**src/rtl/mem_stage_if.sv**
```systemverilog
// ---------------------------------------------------------------------------
// mem_stage_if -- data-memory request/response bus of the MEM stage.
//
//   dmem_req    access request              (master -> slave)
//   dmem_we     1 = write, 0 = read         (master -> slave)
//   dmem_addr   access address, 32 bits     (master -> slave)
//   dmem_wdata  store data, 32 bits         (master -> slave)
//   dmem_ready  access completes this cycle (slave -> master)
//   dmem_rdata  load data, valid with ready (slave -> master)
//
// master: the pipeline MEM stage; slave: the data memory.
// ---------------------------------------------------------------------------
interface mem_stage_if;
  logic        dmem_req;
  logic        dmem_we;
  logic [31:0] dmem_addr;
  logic [31:0] dmem_wdata;
  logic        dmem_ready;
  logic [31:0] dmem_rdata;

  modport master (
    output dmem_req, dmem_we, dmem_addr, dmem_wdata,
    input  dmem_ready, dmem_rdata
  );

  modport slave (
    input  dmem_req, dmem_we, dmem_addr, dmem_wdata,
    output dmem_ready, dmem_rdata
  );
endinterface

```
**src/rtl/mem_stage.sv**
```systemverilog
// ---------------------------------------------------------------------------
// mem_stage -- memory-access stage of a 5-stage RISC-V pipeline.
//
// Consumes the EX/MEM register, issues loads/stores to the data memory
// through a req/ready handshake, stalls the front of the pipeline while an
// access is outstanding, resolves the branch decision and fills MEM/WB.
//
// Ports:
//   clk, rst_n            clock, asynchronous active-low reset
//   *_EXMEM               EX/MEM register fields (address/ALU result, store
//                         data, branch target, rd, branch/zero, control bits)
//   dmem                  mem_stage_if.master data-memory bus
//   stall_mem             freeze PC, IF/ID, ID/EX, EX/MEM this cycle
//   PCSrc, branch_target  branch decision and target (combinational)
//   *_MEMWB               registered MEM/WB fields
//   misalign_MEMWB        registered misaligned-access flag
//
// Build option: MEM_ALIGN_CHECK_EN -- when defined, accesses whose address
// is not word aligned issue no request and retire with misalign_MEMWB = 1
// and no register write. When undefined, misalign_MEMWB does not exist.
// ---------------------------------------------------------------------------
module mem_stage (
  input  logic        clk,
  input  logic        rst_n,
  input  logic [31:0] read_Address_EXMEM,
  input  logic [31:0] write_Data_EXMEM,
  input  logic [31:0] PC_EXMEM,
  input  logic [4:0]  rd_EXMEM,
  input  logic        branch_EXMEM,
  input  logic        zero_EXMEM,
  input  logic        memRead_EXMEM,
  input  logic        memWrite_EXMEM,
  input  logic        mem2reg_EXMEM,
  input  logic        RegWrite_EXMEM,
  mem_stage_if.master dmem,
  output logic        stall_mem,
  output logic        PCSrc,
  output logic [31:0] branch_target,
  output logic [31:0] read_data_MEMWB,
  output logic [31:0] alu_result_MEMWB,
  output logic [4:0]  rd_MEMWB,
  output logic        mem2reg_MEMWB,
  output logic        RegWrite_MEMWB
`ifdef MEM_ALIGN_CHECK_EN
  , output logic      misalign_MEMWB
`endif
);

  typedef enum logic {IDLE = 1'b0, WAIT = 1'b1} state_t;

  state_t      state_q;
  logic        access_s;
  logic        misalign_s;
  logic        req_s;
  logic        stall_s;
  logic        complete_s;
  logic [31:0] read_data_q;
  logic [31:0] alu_result_q;
  logic [4:0]  rd_q;
  logic        mem2reg_q;
  logic        reg_write_q;
  logic        misalign_q;

  // Misalignment detection (only meaningful with the alignment check built in)
`ifdef MEM_ALIGN_CHECK_EN
  assign misalign_s = access_s & (read_Address_EXMEM[1:0] != 2'b00);
`else
  assign misalign_s = 1'b0;
`endif

  // Request, stall and completion decode from FSM state and EX/MEM inputs
  always_comb begin
    access_s = memRead_EXMEM | memWrite_EXMEM;
    req_s    = 1'b0;
    case (state_q)
      IDLE:    req_s = access_s & ~misalign_s;
      WAIT:    req_s = 1'b1;
      default: req_s = 1'b0;
    endcase
    // ready is only meaningful while a request is presented
    stall_s    = req_s & ~dmem.dmem_ready;
    complete_s = req_s & dmem.dmem_ready;
  end

  // Request is held stable by upstream freezing EX/MEM while stalled;
  // a combined read+write is treated as a write.
  assign dmem.dmem_req   = req_s;
  assign dmem.dmem_we    = memWrite_EXMEM;
  assign dmem.dmem_addr  = read_Address_EXMEM;
  assign dmem.dmem_wdata = write_Data_EXMEM;

  assign stall_mem     = stall_s;
  assign PCSrc         = branch_EXMEM & zero_EXMEM;
  assign branch_target = PC_EXMEM;

  // Access FSM: leave IDLE only for a request the memory did not accept
  always_ff @(posedge clk or negedge rst_n) begin
    if (!rst_n) begin
      state_q <= IDLE;
    end else begin
      case (state_q)
        IDLE:    state_q <= (req_s & ~dmem.dmem_ready) ? WAIT : IDLE;
        WAIT:    state_q <= dmem.dmem_ready ? IDLE : WAIT;
        default: state_q <= IDLE;
      endcase
    end
  end

  // MEM/WB register: bubble while stalled, otherwise capture the instruction
  always_ff @(posedge clk or negedge rst_n) begin
    if (!rst_n) begin
      read_data_q  <= 32'h0000_0000;
      alu_result_q <= 32'h0000_0000;
      rd_q         <= 5'd0;
      mem2reg_q    <= 1'b0;
      reg_write_q  <= 1'b0;
      misalign_q   <= 1'b0;
    end else if (stall_s) begin
      // bubble: kill the write-back, keep data fields as they are
      mem2reg_q   <= 1'b0;
      reg_write_q <= 1'b0;
      misalign_q  <= 1'b0;
    end else begin
      alu_result_q <= read_Address_EXMEM;
      rd_q         <= rd_EXMEM;
      mem2reg_q    <= mem2reg_EXMEM;
      reg_write_q  <= RegWrite_EXMEM & ~misalign_s;
      misalign_q   <= misalign_s;
      read_data_q  <= (complete_s & ~memWrite_EXMEM) ? dmem.dmem_rdata : 32'h0000_0000;
    end
  end

  assign read_data_MEMWB  = read_data_q;
  assign alu_result_MEMWB = alu_result_q;
  assign rd_MEMWB         = rd_q;
  assign mem2reg_MEMWB    = mem2reg_q;
  assign RegWrite_MEMWB   = reg_write_q;
`ifdef MEM_ALIGN_CHECK_EN
  assign misalign_MEMWB   = misalign_q;
`endif

endmodule

```
**src/flat_wrapper.sv**
```systemverilog
// flat-port wrapper written by rule: the top's interface ports become plain ports
module mem_stage_flat 
  (clk, rst_n, read_Address_EXMEM, write_Data_EXMEM, PC_EXMEM, rd_EXMEM, branch_EXMEM, zero_EXMEM, memRead_EXMEM, memWrite_EXMEM, mem2reg_EXMEM, RegWrite_EXMEM, stall_mem, PCSrc, branch_target, read_data_MEMWB, alu_result_MEMWB, rd_MEMWB, mem2reg_MEMWB, RegWrite_MEMWB, dmem_dmem_req, dmem_dmem_we, dmem_dmem_addr, dmem_dmem_wdata, dmem_dmem_ready, dmem_dmem_rdata);
  mem_stage_if dmem_i ();
  input  logic clk;
  input  logic rst_n;
  input  logic [31:0] read_Address_EXMEM;
  input  logic [31:0] write_Data_EXMEM;
  input  logic [31:0] PC_EXMEM;
  input  logic [4:0] rd_EXMEM;
  input  logic branch_EXMEM;
  input  logic zero_EXMEM;
  input  logic memRead_EXMEM;
  input  logic memWrite_EXMEM;
  input  logic mem2reg_EXMEM;
  input  logic RegWrite_EXMEM;
  output logic stall_mem;
  output logic PCSrc;
  output logic [31:0] branch_target;
  output logic [31:0] read_data_MEMWB;
  output logic [31:0] alu_result_MEMWB;
  output logic [4:0] rd_MEMWB;
  output logic mem2reg_MEMWB;
  output logic RegWrite_MEMWB;
  output wire logic [$bits(dmem_i.dmem_req)-1:0] dmem_dmem_req;
  output wire logic [$bits(dmem_i.dmem_we)-1:0] dmem_dmem_we;
  output wire logic [$bits(dmem_i.dmem_addr)-1:0] dmem_dmem_addr;
  output wire logic [$bits(dmem_i.dmem_wdata)-1:0] dmem_dmem_wdata;
  input wire logic [$bits(dmem_i.dmem_ready)-1:0] dmem_dmem_ready;
  input wire logic [$bits(dmem_i.dmem_rdata)-1:0] dmem_dmem_rdata;
  assign dmem_dmem_req = dmem_i.dmem_req;
  assign dmem_dmem_we = dmem_i.dmem_we;
  assign dmem_dmem_addr = dmem_i.dmem_addr;
  assign dmem_dmem_wdata = dmem_i.dmem_wdata;
  assign dmem_i.dmem_ready = dmem_dmem_ready;
  assign dmem_i.dmem_rdata = dmem_dmem_rdata;
  mem_stage u_core (.clk(clk), .rst_n(rst_n), .read_Address_EXMEM(read_Address_EXMEM), .write_Data_EXMEM(write_Data_EXMEM), .PC_EXMEM(PC_EXMEM), .rd_EXMEM(rd_EXMEM), .branch_EXMEM(branch_EXMEM), .zero_EXMEM(zero_EXMEM), .memRead_EXMEM(memRead_EXMEM), .memWrite_EXMEM(memWrite_EXMEM), .mem2reg_EXMEM(mem2reg_EXMEM), .RegWrite_EXMEM(RegWrite_EXMEM), .dmem(dmem_i), .stall_mem(stall_mem), .PCSrc(PCSrc), .branch_target(branch_target), .read_data_MEMWB(read_data_MEMWB), .alu_result_MEMWB(alu_result_MEMWB), .rd_MEMWB(rd_MEMWB), .mem2reg_MEMWB(mem2reg_MEMWB), .RegWrite_MEMWB(RegWrite_MEMWB));
endmodule
```
**config.mk**
```make
export PLATFORM = sky130hd
export DESIGN_NAME = mem_stage_flat
export DESIGN_NICKNAME = d
export VERILOG_FILES = /design/src/rtl/mem_stage_if.sv /design/src/rtl/mem_stage.sv /design/src/flat_wrapper.sv
export SDC_FILE = /design/constraint.sdc
export NUM_CORES = 1
export LEC_CHECK = 0
export CORE_AREA = 2 2 122 124
export CTS_BUF_LIST = sky130_fd_sc_hd__clkbuf_2
export CTS_CLUSTER_SIZE = 10
export DETAILED_ROUTE_END_ITERATION = 8
export DIE_AREA = 0 0 124 126
export MAX_ROUTING_LAYER = met4
export PLACE_DENSITY = 0.78
export SLEW_MARGIN = 20
export SYNTH_ARGS = -nofsm -noshare
export SYNTH_HDL_FRONTEND = slang
export SYNTH_SLANG_ARGS = --single-unit
```
**constraint.sdc**
```tcl
create_clock -name clk -period 1.44 [get_ports clk]
set_input_delay 0.216 -clock clk [delete_from_list [all_inputs] [get_ports clk]]
set_output_delay 0.216 -clock clk [all_outputs]
set_load 0.005 [all_outputs]
```
==> impl_metrics.py, run 1 <==
metrics = {
    "floorplanning": {
        "ios": 313,
        "fp.dieH_um": 126,
        "initial_utilization": 0.262,
        "core_um2": 14300,
        "dieWidth_um": 124,
        "rows": 44,
        "dieArea_um2": 15600,
    },
    "cells_and_area": {
        "stdcell_count": 666,
        "fin_util": 0.368,
        "nFillCells": 1448,
        "drive_gt1_frac": 0.341,
        "seq_area_um2": 1800,
        "nets": 618,
        "multi_input_area_um2": 1010,
        "syn2layout_area_growth_pct": 40.5,
        "stdcell_area_um2": 5270,
    },
    "global_routing": {
        "grt_pass1_vias": 2787,
        "grt_usage": 0.128,
        "grt_overflow_total": 0,
        "grt_max_degree": 31,
        "antenna_found_initial": 1,
        "grt_pass1_wl_um": 14400,
    },
    "worst_setup_path": {
        "path_max_fanout": 2,
        "worstPathArrival_ps": 1550,
        "r2r_end": "u_core.alu_result_MEMWB[28]",
        "required_ps": 1220,
        "reg2reg_depth": 6,
        "path_class": "register to primary output",
        "setup.worst_path.end_class": "primary output",
        "r2r_setup_slack_ps": -270,
        "cp-start-kind": "register",
        "r2r-start": "u_core.state_q",
    },
    "pwr": {
        "pwr-share-comb": 0.229,
        "pwr-share-seq": 0.489,
        "clkPwrFrac": 0.283,
        "powerDensity_nw_per_um2": 886,
        "intPower_uw": 3460,
        "ir_drop_mv": 0.397,
        "switchingPower_uw": 1210,
        "power.leakage_uw": 0.00264,
        "swShare": 0.260,
    },
    "logic_synthesis": {
        "yosysMostFrequentCell": "buf_4",
        "avgSynthCellArea_um2": 10.5,
        "yosysTopAreaCellShare": 0.480,
        "synthTopCellsByCount": "buf_4, dfrtp_1, o21ai_0, nor2b_1, mux2_2",
        "synth_flop_cell": "dfrtp_1",
        "synthArstFlopShare": 1.00,
        "yosysSeqAreaShare": 0.480,
        "synth_cells": 358,
        "synth_top_area_cell": "dfrtp_1",
        "synth_cell_type_count": 14,
        "synth_edf_count": 0,
        "synth_area_leaders": "dfrtp_1, buf_4, mux2_2",
        "ys_seq_elements": 72,
        "synth_area_um2": 3750,
        "syn_nets": 500,
        "yosysWarnings": 0,
    },
    "placement": {
        "placed_cell_area_um2": 5190,
        "gp_congestion": 0.722,
        "hpwl_um": 7230,
        "place_inst": 631,
        "portBuffers": 184,
        "dpl_worst_slack_ps": -528,
    },
    "sta": {
        "skew_ps": 19.2,
        "worst_slack_ps": -327,
        "fmax_mhz": 566,
        "worst_slew_pin_slew_ps": 345,
        "finalCriticalPeriod_ps": 1770,
        "slew_violations": 0,
        "rsz0062_at_grt": "true",
        "max_slew_margin": 0.770,
        "hold_violations": 0,
        "setup_viol": 41,
        "min_period_over_period": 1.23,
    },
    "cts": {
        "clkLatencyLatePin_ps": 530,
        "clockBufferDepth": 2,
        "cts_buffers": 9,
        "cts.sinks": 72,
        "cts_tree": "yes",
        "clockRootBuffer": "clkbuf_2",
        "clk_pin_slew_ps": 200,
        "ctsHtreeMaxLevel": 3,
    },
    "outcome": {
        "violations": "negative setup slack",
        "status": "finished, violations left",
    },
    "job": {
        "cap_violations": 0,
    },
    "drt": {
        "drt-total-wl_um": 10100,
        "ant_nets": 0,
        "drt-initial-drc-count": 57,
        "drc": 0,
        "routedWlPerCell_um": 15.2,
        "via_per_inst": 4.23,
        "via_count": 2817,
        "dr.pass1.iters": 4,
    },
    "worst_hold_path": {
        "hp-class": "primary input to asynchronous set/reset pin",
    },
}
critical path: stages, from the launching register on:
cell	delay [ps]
dfrtp_1	420
or3_4	330
nor2b_4	140
buf_2	130
placed cells by master (no fill, tap or decap), drive strengths merged:
cell type and n:
diode 1, mux2 37, clkdlybuf4s50 85, buf 96, bufinv 2, o21ai 64
nor2b 36, dlymetal6s2s 15, clkinv 3, or2 1, clkbuf 24, inv 32
dfrtp 72, or3 1, dlygate4sd2 10, dlygate4sd3 1, nand3b 1, and2 1
final cells by class:
| class | count | area share |
|---|---|---|
| Tap cell | 184 | 0.0437 |
| Sequential cell | 72 | 0.342 |
| Clock buffer | 11 | 0.0104 |
| Antenna cell | 1 | 0.000475 |
| Timing Repair Buffer | 220 | 0.373 |
| Multi-Input combinational cell | 141 | 0.192 |
| Inverter | 32 | 0.0228 |
| Clock inverter | 5 | 0.0154 |
cell families (layout without fill, tap and decap cells):
group,count (synthesis),in the layout,synth area share
DFF,72,72,0.480
and+or+nand+nor,40,40,0.0704
AOI/OAI and AO/OA,64,64,0.0854
muxes,37,37,0.114
other,0,1,0
buffers and inverters,145,268,0.250
timing repair:
action / in CTS / in global routing
hold endpoints to repair: 72 / 0
pin swaps: 1 / 0
endpoints found under the setup margin: 120 / 78
hold buffers: 1 / 0
cloned: 2 / 4
setup buffers: 8 / 3
gates resized for setup: 284 / 29
state kept, by name, summed over array words and instances (netlist names):
name,cells
u_core.mem2reg_MEMWB,1
u_core.read_data_MEMWB,32
u_core.state_q,1
u_core.alu_result_MEMWB,32
u_core.rd_MEMWB,5
u_core.RegWrite_MEMWB,1
through the flow:
step           setup TNS, ps  power, µW  hold WS, ps
2_1_floorplan              0       2840        -79.6
3_3_place_gp          -26810       3450          142
3_5_place_dp          -28820       3480          148
4_1_cts                -7350       4740         17.7
5_1_grt               -11210       4980         14.0
6_report               -9680       4670         96.7
how the worst max path moves through the flow:
| stage | startpoint | to | slack, ps | depth (start not counted) |
|---|---|---|---|---|
| final | u_core.state_q | stall_mem | -330 | 3 |
| after global placement | memWrite_EXMEM | stall_mem | -520 | 4 |
| after CTS | u_core.state_q | stall_mem | -410 | 3 |
| after global routing | u_core.state_q | stall_mem | -440 | 3 |
| after floorplan | u_core.state_q | u_core.alu_result_MEMWB[23] | 5 | 4 |
| after detailed placement | memWrite_EXMEM | stall_mem | -530 | 4 |
power by group through the flow:
stage / sequential (µW) / clock, µW / combinational, µW
after global placement: 2320 / 0 / 1130
final: 2280 / 1320 / 1070
after global routing: 2310 / 1500 / 1170
after floorplan: 2330 / 0 / 504
after detailed placement: 2330 / 0 / 1150
after CTS: 2280 / 1400 / 1050
per-layer routing:
metal	routed length, µm	track usage	share of wire
met1	3850	0.130	0.38
met3	1030	0.0476	0.10
met4	293	0.0681	0.029
met5	0	-	0
met2	4960	0.211	0.49
No activity file was read; power rests on OpenSTA's default activity.
==> run 2, diff against run 1 <==
--- a/config.mk
+++ b/config.mk
@@ -12,7 +12,6 @@
 export DIE_AREA = 0 0 124 126
 export MAX_ROUTING_LAYER = met4
 export PLACE_DENSITY = 0.78
-export SLEW_MARGIN = 20
 export SYNTH_ARGS = -nofsm -noshare
 export SYNTH_HDL_FRONTEND = slang
 export SYNTH_SLANG_ARGS = --single-unit
==> results of run 2 <==
No change in the layout: final DEF, timing and power equal those of run 1.
==> run 3, diff against run 2 <==
--- a/config.mk
+++ b/config.mk
@@ -5,13 +5,13 @@
 export SDC_FILE = /design/constraint.sdc
 export NUM_CORES = 1
 export LEC_CHECK = 0
-export CORE_AREA = 2 2 122 124
+export ABC_AREA = 1
+export CORE_AREA = 2 2 123 125
 export CTS_BUF_LIST = sky130_fd_sc_hd__clkbuf_2
 export CTS_CLUSTER_SIZE = 10
 export DETAILED_ROUTE_END_ITERATION = 8
-export DIE_AREA = 0 0 124 126
-export MAX_ROUTING_LAYER = met4
-export PLACE_DENSITY = 0.78
+export DIE_AREA = 0 0 125 127
+export PLACE_DENSITY = 0.76
 export SYNTH_ARGS = -nofsm -noshare
 export SYNTH_HDL_FRONTEND = slang
 export SYNTH_SLANG_ARGS = --single-unit
==> run 3 against run 2 <==
  * The flow still finishes with violations (negative setup slack)
  * Register-to-register slack gained 330 ps
  * Area after synthesis down 4.0%
  * Sequential share of layout area rose by 1.3 points
  * Clock-buffer cell count decreased by 1
  * Total power shrank 8.4%
  * Critical path depth grew 2
  * Final cell count up 9.2%
  * Via count grew 11%
  * Core utilization is 1.6 points lower
  * Sequential power barely moved
  * Critical endpoint unchanged
  * Setup slack better by 110 ps
==> impl_metrics.py, run 3 <==
metrics = {
    "worst_setup_path": {
        "path_class": "register to primary output",
        "slowest_delay_ps": 440,
        "path_cells": "nor2_2 -> nand2_2 -> nand2_4 -> inv_4 -> buf_6",
        "critPathTopFamily": "flip-flops",
        "crit_slowest_cell": "dfrtp_1",
        "r2r-start": "u_core.state_q",
        "cp_num_buf_inv": 2,
        "reg2reg_depth": 7,
        "required_ps": 1220,
        "setup.worst_path.end_class": "primary output",
        "path_depth": 5,
        "path_max_fanout": 2,
        "cp-start-kind": "register",
        "worstPathArrival_ps": 1440,
        "critPathLaunch": "u_core.state_q",
    },
    "cells_and_area": {
        "drive_gt1_frac": 0.263,
        "final_cell_mix": "nand2_1, nand3_1, clkdlybuf4s50_1, dfrtp_1, buf_2",
        "stdcell_count": 727,
        "nets": 680,
        "n_antenna_cell": 0,
        "syn2layout_area_growth_pct": 41.1,
        "final_common_cell": "nand2_1",
    },
    "sta": {
        "tns_ps": -416,
        "skew_ps": 22.9,
        "fmax_mhz": 605,
        "setup_viol": 2,
        "max_slew_margin": 0.685,
        "hold_violations": 0,
        "worst_slew_pin_slew_ps": 472,
        "slew_violations": 0,
        "min_period_over_period": 1.15,
        "finalCriticalPeriod_ps": 1650,
        "rsz0062_at_grt": "true",
        "worst_slack_ps": -212,
    },
    "worst_hold_path": {
        "hold_path_depth": 3,
        "hp-start": "read_Address_EXMEM[13]",
        "hp-class": "primary input to register",
    },
    "logic_synthesis": {
        "yosysSeqAreaShare": 0.500,
        "synthTopCellsByCount": "nand2_1, nand3_1, buf_4, dfrtp_1, clkbuf_1",
        "avgSynthCellArea_um2": 8.68,
        "synth_cells": 415,
        "yosysTopAreaCellShare": 0.500,
        "synth_top_area_cell": "dfrtp_1",
        "synth_area_leaders": "dfrtp_1, buf_4, nand3_1",
        "ys_seq_elements": 72,
        "synth_flop_cell": "dfrtp_1",
        "synth_area_um2": 3600,
        "syn_nets": 557,
        "yosysWarnings": 0,
        "yosysMostFrequentCell": "nand2_1",
        "synth_edf_count": 0,
        "synthArstFlopShare": 1.00,
        "synth_cell_type_count": 11,
    },
    "cts": {
        "cts_buffers": 9,
        "clockBufferDepth": 2,
        "cts.sinks": 72,
        "clockRootBuffer": "clkbuf_2",
        "cts_tree": "yes",
        "clkLatencyLatePin_ps": 530,
        "ctsHtreeMaxLevel": 3,
        "clk_pin_slew_ps": 200,
    },
    "drt": {
        "drt-total-wl_um": 10800,
        "drc": 0,
        "via_count": 3124,
        "drt-initial-drc-count": 109,
        "routedWlPerCell_um": 14.8,
        "via_per_inst": 4.30,
        "ant_nets": 0,
        "dr.pass1.iters": 4,
    },
    "pwr": {
        "ir_drop_mv": 0.333,
        "pwr-share-seq": 0.533,
        "intPower_uw": 3000,
        "clkPwrFrac": 0.219,
        "powerDensity_nw_per_um2": 842,
        "switchingPower_uw": 1270,
        "pwr-share-comb": 0.248,
        "swShare": 0.298,
        "power.leakage_uw": 0.00281,
    },
    "placement": {
        "hpwl_um": 7500,
        "place_inst": 683,
        "portBuffers": 184,
        "gp_congestion": 0.748,
    },
    "floorplanning": {
        "rows": 44,
        "ios": 313,
        "initial_utilization": 0.250,
        "core_um2": 14400,
        "dieArea_um2": 15900,
        "fp.dieH_um": 127,
        "dieWidth_um": 125,
    },
    "global_routing": {
        "grt_overflow_total": 0,
        "antenna_found_initial": 0,
        "grt_pass1_vias": 2985,
        "grt_pass1_wl_um": 16400,
        "grt_max_degree": 73,
        "grt_usage": 0.131,
    },
    "outcome": {
        "status": "finished, violations left",
        "violations": "negative setup slack",
    },
    "job": {
        "cap_violations": 0,
    },
}
[run 3: cell types whose count changed after synthesis, sizes merged, moves of 24 or more]
cell   delta
o21ai    -64
nand3   +101
nand2   +109
inv      -24
mux2     -37
nor2b    -36
[run 3: final timing paths]
check                                              end  slack (ps)
max in group asynchronous        u_core.RegWrite_MEMWB         910
setup / recovery                             stall_mem        -210
hold reg to reg             u_core.read_data_MEMWB[12]         520
min in group asynchronous   u_core.read_data_MEMWB[28]         220
setup reg to reg            u_core.alu_result_MEMWB[6]          60
hold / removal             u_core.alu_result_MEMWB[13]         100
[run 3: metrics by stage]
step	util	hold slack (ps)	instance area, µm²	setup WS, ps	power (µW)
final	0.352	101	5080	-212	4280
after global routing	0.352	25.7	5080	-351	4540
after CTS	0.344	3.99	4960	-310	4340
after detailed placement	0.349	263	5030	-367	3460
after global placement	0.349	262	5030	-362	3450
after floorplan	-	-79.6	3600	306	2810
[run 3: layer usage]
metal	GRT usage	share of wire	wire [µm]
met1	0.152	0.40	4310
met2	0.208	0.48	5150
met3	0.0515	0.089	963
met4	0.0752	0.034	365
met5	0	0	0
[run 3: power by group through the flow]
stage / registers (µW) / logic [µW] / clock network, µW
global route: 2300 / 1160 / 1070
CTS: 2280 / 1050 / 1010
floorplan: 2330 / 480 / 0
global placement: 2320 / 1120 / 0
finish: 2280 / 1060 / 937
detailed placement: 2330 / 1130 / 0
[run 3: logic make-up (layout without fill, tap and decap cells)]
group	count (synthesis)	after routing	synth area share
AND/OR/NAND/NOR	214	214	0.258
flip-flops	72	72	0.500
buffers and inverters	129	257	0.241
[run 3: final cells by class]
type	count	area (µm²)
Fill cell	1522	9340
Timing Repair Buffer	233	1990
Sequential cell	72	1800
Multi-Input combinational cell	214	950
Tap cell	184	230
Clock buffer	10	50.0
Inverter	8	37.5
Clock inverter	6	26.3
[run 3: worst register-to-register path: stages, from the launching register on]
cell and delay (ps):
dfrtp_1 440, nor2_2 120, nand2_2 100, nand2_4 100
buf_4 260, buf_12 180, nand2_1 50, nand2_1 60
[run 3: repair_timing]
item | in CTS | in global routing
gates cloned | 0 | 2
buffers inserted | 25 | 0
hold buffers | 1 | 0
pin swaps | 3 | 0
gates resized for setup | 311 | 31
endpoints found under the hold margin | 72 | 0
endpoints found under the setup margin | 107 | 84
